**config.mk**
```make
export PLATFORM = sky130hd
export DESIGN_NAME = pattern_det_ctrl
export DESIGN_NICKNAME = d
export VERILOG_FILES = /design/src/rtl/pattern_det_ctrl.sv
export SDC_FILE = /design/constraint.sdc
export NUM_CORES = 1
export LEC_CHECK = 0
export ABC_AREA = 1
export ABC_CLOCK_PERIOD_IN_PS = 2500
export CAP_MARGIN = 40
export CORE_ASPECT_RATIO = 0.5
export CORE_MARGIN = 4
export CORE_UTILIZATION = 49
export DETAILED_ROUTE_END_ITERATION = 8
export PLACE_DENSITY = 0.83
export SETUP_SLACK_MARGIN = 0.3
export SLEW_MARGIN = 0
export SYNTH_ARGS = -nofsm -noshare
export SYNTH_HDL_FRONTEND = slang
export SYNTH_SLANG_ARGS = --single-unit
```
**constraint.sdc**
```tcl
create_clock -name clk -period 2.5 [get_ports clk]
set_clock_uncertainty 0.1 [all_clocks]
set_input_delay 0.75 -clock clk [delete_from_list [all_inputs] [get_ports clk]]
set_output_delay 0.75 -clock clk [all_outputs]
set_load 0.005 [all_outputs]
```
**src/rtl/pattern_det_ctrl.sv**
```systemverilog
// Frame controller that serializes words MSB-first into a pattern matcher.
// Define PATTERN_DET_OVERLAP_EN to add cfg_overlap (overlapping matches).
module pattern_det_ctrl #(
    parameter int PAT_W  = 8,
    parameter int DATA_W = 8,
    parameter int CNT_W  = 8,
    parameter int FLEN_W = 16
) (
    input  logic              clk,
    input  logic              rst,
    input  logic              cfg_we,
    input  logic [PAT_W-1:0]  cfg_pattern,
    input  logic [3:0]        cfg_len,
`ifdef PATTERN_DET_OVERLAP_EN
    input  logic              cfg_overlap,
`endif
    input  logic              start,
    input  logic              abort,
    input  logic [FLEN_W-1:0] frame_len,
    input  logic              in_valid,
    input  logic [DATA_W-1:0] in_data,
    output logic              in_ready,
    output logic              busy,
    output logic              match_pulse,
    output logic [CNT_W-1:0]  match_count,
    output logic              overflow,
    output logic              done
);

    localparam int HC_W = $clog2(PAT_W + 1);
    localparam int BC_W = (DATA_W > 1) ? $clog2(DATA_W) : 1;

    typedef enum logic [1:0] {
        S_IDLE,
        S_LOAD,
        S_SHIFT,
        S_DONE
    } state_t;

    state_t            state;
    logic [PAT_W-1:0]  pat_q;
    logic [3:0]        len_q;
    logic [FLEN_W-1:0] flen_q;
    logic [FLEN_W-1:0] wcnt;
    logic [DATA_W-1:0] word_q;
    logic [BC_W-1:0]   bcnt;
    logic [PAT_W-2:0]  hist;
    logic [HC_W-1:0]   hcnt;
    logic              ovl_q;

    logic              bit_in;
    logic [PAT_W-1:0]  hist_nxt;
    logic [PAT_W-1:0]  mask;
    logic [HC_W-1:0]   hcnt_inc;
    logic              len_ok;
    logic              hit;
    logic              last_bit;

    assign in_ready = (state == S_LOAD);
    assign busy     = (state != S_IDLE);

    assign bit_in   = word_q[DATA_W-1];
    assign hist_nxt = {hist, bit_in};
    assign hcnt_inc = (hcnt == HC_W'(PAT_W)) ? hcnt : hcnt + 1'b1;
    assign len_ok   = (len_q != 4'd0) && (int'(len_q) <= PAT_W);
    assign last_bit = (bcnt == BC_W'(DATA_W - 1));

    always_comb begin
        mask = '0;
        for (int k = 0; k < PAT_W; k++) begin
            mask[k] = (k < int'(len_q));
        end
    end

    assign hit = (int'(hcnt) + 1 >= int'(len_q)) &&
                 (((hist_nxt ^ pat_q) & mask) == '0);

`ifndef PATTERN_DET_OVERLAP_EN
    assign ovl_q = 1'b0;
`endif

    always_ff @(posedge clk or negedge rst) begin
        if (!rst) begin
            state       <= S_IDLE;
            pat_q       <= '0;
            len_q       <= '0;
            flen_q      <= '0;
            wcnt        <= '0;
            word_q      <= '0;
            bcnt        <= '0;
            hist        <= '0;
            hcnt        <= '0;
            match_pulse <= 1'b0;
            match_count <= '0;
            overflow    <= 1'b0;
            done        <= 1'b0;
`ifdef PATTERN_DET_OVERLAP_EN
            ovl_q       <= 1'b0;
`endif
        end else begin
            match_pulse <= 1'b0;
            done        <= 1'b0;

            if (cfg_we && state == S_IDLE) begin
                pat_q <= cfg_pattern;
                len_q <= cfg_len;
`ifdef PATTERN_DET_OVERLAP_EN
                ovl_q <= cfg_overlap;
`endif
            end

            // abort wins over any handshake or match in the same cycle
            if (abort && state != S_IDLE) begin
                state <= S_IDLE;
            end else begin
                unique case (state)
                    S_IDLE: begin
                        if (start && len_ok) begin
                            match_count <= '0;
                            overflow    <= 1'b0;
                            hist        <= '0;
                            hcnt        <= '0;
                            wcnt        <= '0;
                            flen_q      <= frame_len;
                            if (frame_len == '0) begin
                                state <= S_DONE;
                                done  <= 1'b1;
                            end else begin
                                state <= S_LOAD;
                            end
                        end
                    end
                    S_LOAD: begin
                        if (in_valid) begin
                            word_q <= in_data;
                            bcnt   <= '0;
                            state  <= S_SHIFT;
                        end
                    end
                    S_SHIFT: begin
                        word_q <= {word_q[DATA_W-2:0], 1'b0};
                        bcnt   <= bcnt + 1'b1;
                        if (hit) begin
                            match_pulse <= 1'b1;
                            if (&match_count) begin
                                overflow <= 1'b1;
                            end else begin
                                match_count <= match_count + 1'b1;
                            end
                        end
                        // non-overlapping mode restarts matching after a hit
                        if (hit && !ovl_q) begin
                            hist <= '0;
                            hcnt <= '0;
                        end else begin
                            hist <= hist_nxt[PAT_W-2:0];
                            hcnt <= hcnt_inc;
                        end
                        if (last_bit) begin
                            wcnt <= wcnt + 1'b1;
                            if ((wcnt + 1'b1) == flen_q) begin
                                state <= S_DONE;
                                done  <= 1'b1;
                            end else begin
                                state <= S_LOAD;
                            end
                        end
                    end
                    S_DONE: begin
                        state <= S_IDLE;
                    end
                    default: begin
                        state <= S_IDLE;
                    end
                endcase
            end
        end
    end

endmodule

```
==> impl_metrics.toml <==
[status]
status = "completed"

[grt]
grt_pass1_wl_um = 17700
grt_pass1_vias = 3852
overflow = 0
grt_max_degree = 30
grt_antenna_before_repair = 0
grt_usage_pct = 21.0

[synthesis]
synth_cell_types = 35
yosysSeqAreaShare_pct = 44.7
netlist_area_mm2 = 0.00442
ys_seq_elements = 79
synth_common_cells = "nand2_1 (150), dfrtp_1 (79), inv_1 (66), nand3_1 (44), o21ai_0 (41)"
synth_xor_area_share_pct = 3.87
synth_warnings = 0
synthSimpleGateAreaFrac_pct = 26.7
ys_async_sr_fraction_pct = 100
synth.area.top_cells = "dfrtp_1 (45%), nand2_1 (13%), inv_1 (5.6%), nand3_1 (5.0%), o21ai_0 (4.6%)"
synth_compound_area_share_pct = 11.8
synthAdderAreaFrac_pct = 3.11
synth_top_area_cell = "dfrtp_1"
ys.flop_type = "dfrtp_1"
synth_edf_count = 0
synthCells = 556
synth_top_family_by_area = "simple AND/OR/NAND/NOR gates"
synth_most_common_cell = "nand2_1"
avgSynthCellArea_um2 = 7.96
syn_nets = 609
muxShareOfSynthArea_pct = 2.29
yosysTopAreaCellShare_pct = 44.7

[final_layout]
syn_to_final_growth_pct = 30.3
fill_cells = 646
regArea_mm2 = 0.00198
layout-drive-gt1-share_pct = 18.0
finalNetCount = 686
n_antenna_cell = 0
final_core_util_pct = 66.0
multi_input_area_mm2 = 0.00228

[place]
gp_congestion = 0.852
place_ws_ns = -0.0684
post-dp-hpwl_um = 7520
port_buffers = 54

[pwr]
powerDensity_mw_per_mm2 = 945
power_mw = 5.45
p_leak_nw = 2.55
irDropWorstVdd_mv = 0.494

[detailed_routing]
detail_route.wl_per_cell_um = 15.3
drtAntennaViolNets = 0
drc = 0
detail_route.wirelength_um = 11500
vias_per_cell = 5.51
dr_total_vias = 4159
drt_iter0_drc = 339
dr.pass1.iters = 5

[die]
initial_core_util_pct = 50.6
rows = 24
die_h_um = 75.2
core_area_mm2 = 0.00874
dieArea_mm2 = 0.0107
chipWidth_um = 142
io_pins = 55

[worst_setup_path]
worstPathArrival_ns = 2.37
critPathLaunchType = "register"
cp-end-kind = "register"
critPathKind = "reg -> reg"
crit_path_end = "hist[2]$_DFFE_PN0P_"
r2r_start = "hcnt[0]$_DFFE_PN0P_"
critical_path.max_fanout = 5
startpoint = "hcnt[0]$_DFFE_PN0P_"
r2r_setup_slack_ns = 0.26
crit_required_ns = 2.63
worst_r2r_path_depth = 10
reg2reg_to = "hist[2]$_DFFE_PN0P_"

[sta]
max_freq_ghz = 0.446
final.setup.worst_slack_ns = 0.259
period_share_pct = 89.6
setup_tns_ns = 0
max_slew.worst_pin.slew_ns = 0.543
rsz0062_at_grt = "true"
relSlewSlack_pct = 63.7
whs_ns = 0.210
finalSetupViolCount = 0
finalHoldViolCount = 0
slew_viol_final = 0
finalCriticalPeriod_ns = 2.24

[clock_network]
clk_latency_ns = 0.34
clk_path_buf_depth = 2
cts_root_buf = "clkbuf_16"
cts_buffers = 9
htreeDepth = 3
holdBufCountCts = 0
cts_sinks = 79
clk_pin_slew_ns = 0.06
cts_tree = "done"

[min_path]
hp-class = "in -> async"

[flow_run]
maxCapViolations = 0
-- timing repair --
action                     CTS  global route
setup endpoints to repair   24            31
setup buffers                7             6
gates resized for setup     20            32
pin swaps                    2             5
gates cloned                 0             1
-- worst min path at each step --
stage,to,slack [ns],depth (start not counted)
finish,wcnt[11]$_DFFE_PN0P_,0.21,1
global route,word_q[2]$_DFFE_PN0P_,0.23,1
CTS,word_q[2]$_DFFE_PN0P_,0.22,1
detailed placement,flen_q[0]$_DFFE_PN0P_,0.39,2
global placement,flen_q[15]$_DFFE_PN0P_,0.39,2
floorplan,bcnt[0]$_DFFE_PN0P_,0.35,0
-- stage by stage --
stage               area, um^2  std cells
detailed placement        5130        725
finish                    5760        755
global route              5760        755
global placement          5130        725
floorplan                 4420        556
CTS                       5580        748
-- critical path: stages (launching register included) --
cell,delay (ns)
dfrtp_2,0.45
ha_4,0.18
xor2_2,0.15
ha_1,0.27
a21boi_2,0.15
o21ai_1,0.12
nand3_1,0.11
nand3_2,0.11
nand2_4,0.09
buf_4,0.16
o31ai_2,0.23
-- placed cells by master, fill, tap and decap left out, drive strengths merged --
cell type,count
a21boi,1
a21oi,11
a22o,2
buf,25
bufinv,3
clkbuf,10
clkdlybuf4s50,51
clkinv,3
clkinvlp,3
dfrtp,79
dlygate4sd2,2
ha,11
inv,67
mux2,9
nand2,153
nand3,45
nand3b,5
nand4,12
nor2,45
nor3,3
nor4,2
o211ai,7
o21a,1
o21ai,47
o21bai,1
o22ai,13
o31ai,4
or2,5
xnor2,7
xnor3,1
xor2,10
-- routing by layer --
layer | GRT usage [%] | vias to the layer above | routed length (um)
li1 | - | 1982 | -
met1 | 25.0 | 2018 | 4660
met2 | 38.0 | 127 | 5970
met3 | 5.84 | 32 | 625
met4 | 6.74 | 0 | 297
met5 | 0 | - | 0
-- cell families after synthesis --
group | after synthesis
compound gates | 87
xor+xnor | 18
fa+ha+maj | 11
buf+inv | 82
flops | 79
mux | 9
simple gates | 270
-- report_power, final --
group          switching, mW  internal [mW]  total, mW
Sequential             0.291           1.64       1.93
Combinational           1.18          0.830       2.01
Clock                  0.530          0.974       1.50
Total                   2.00           3.45       5.45
-- final cells by class --
type / count / area share, %
clock inverter: 6 / 1.89
inverter: 69 / 4.62
timing repair inverter: 1 / 0.0868
timing repair buffer: 78 / 12.8
tap: 117 / 2.54
multi-input combinational: 395 / 39.6
sequential: 79 / 34.4
clock buffer: 10 / 3.97
-- sequential cells by signal, summed over array words and instances, names as in the netlist --
register / cells
pat_q: 8
word_q: 8
wcnt: 16
flen_q: 16
state: 2
hcnt: 4
hist: 7
len_q: 4
match_pulse: 1
overflow: 1
done: 1
match_count: 8
bcnt: 3
No activity file was read; power rests on OpenSTA's default activity.
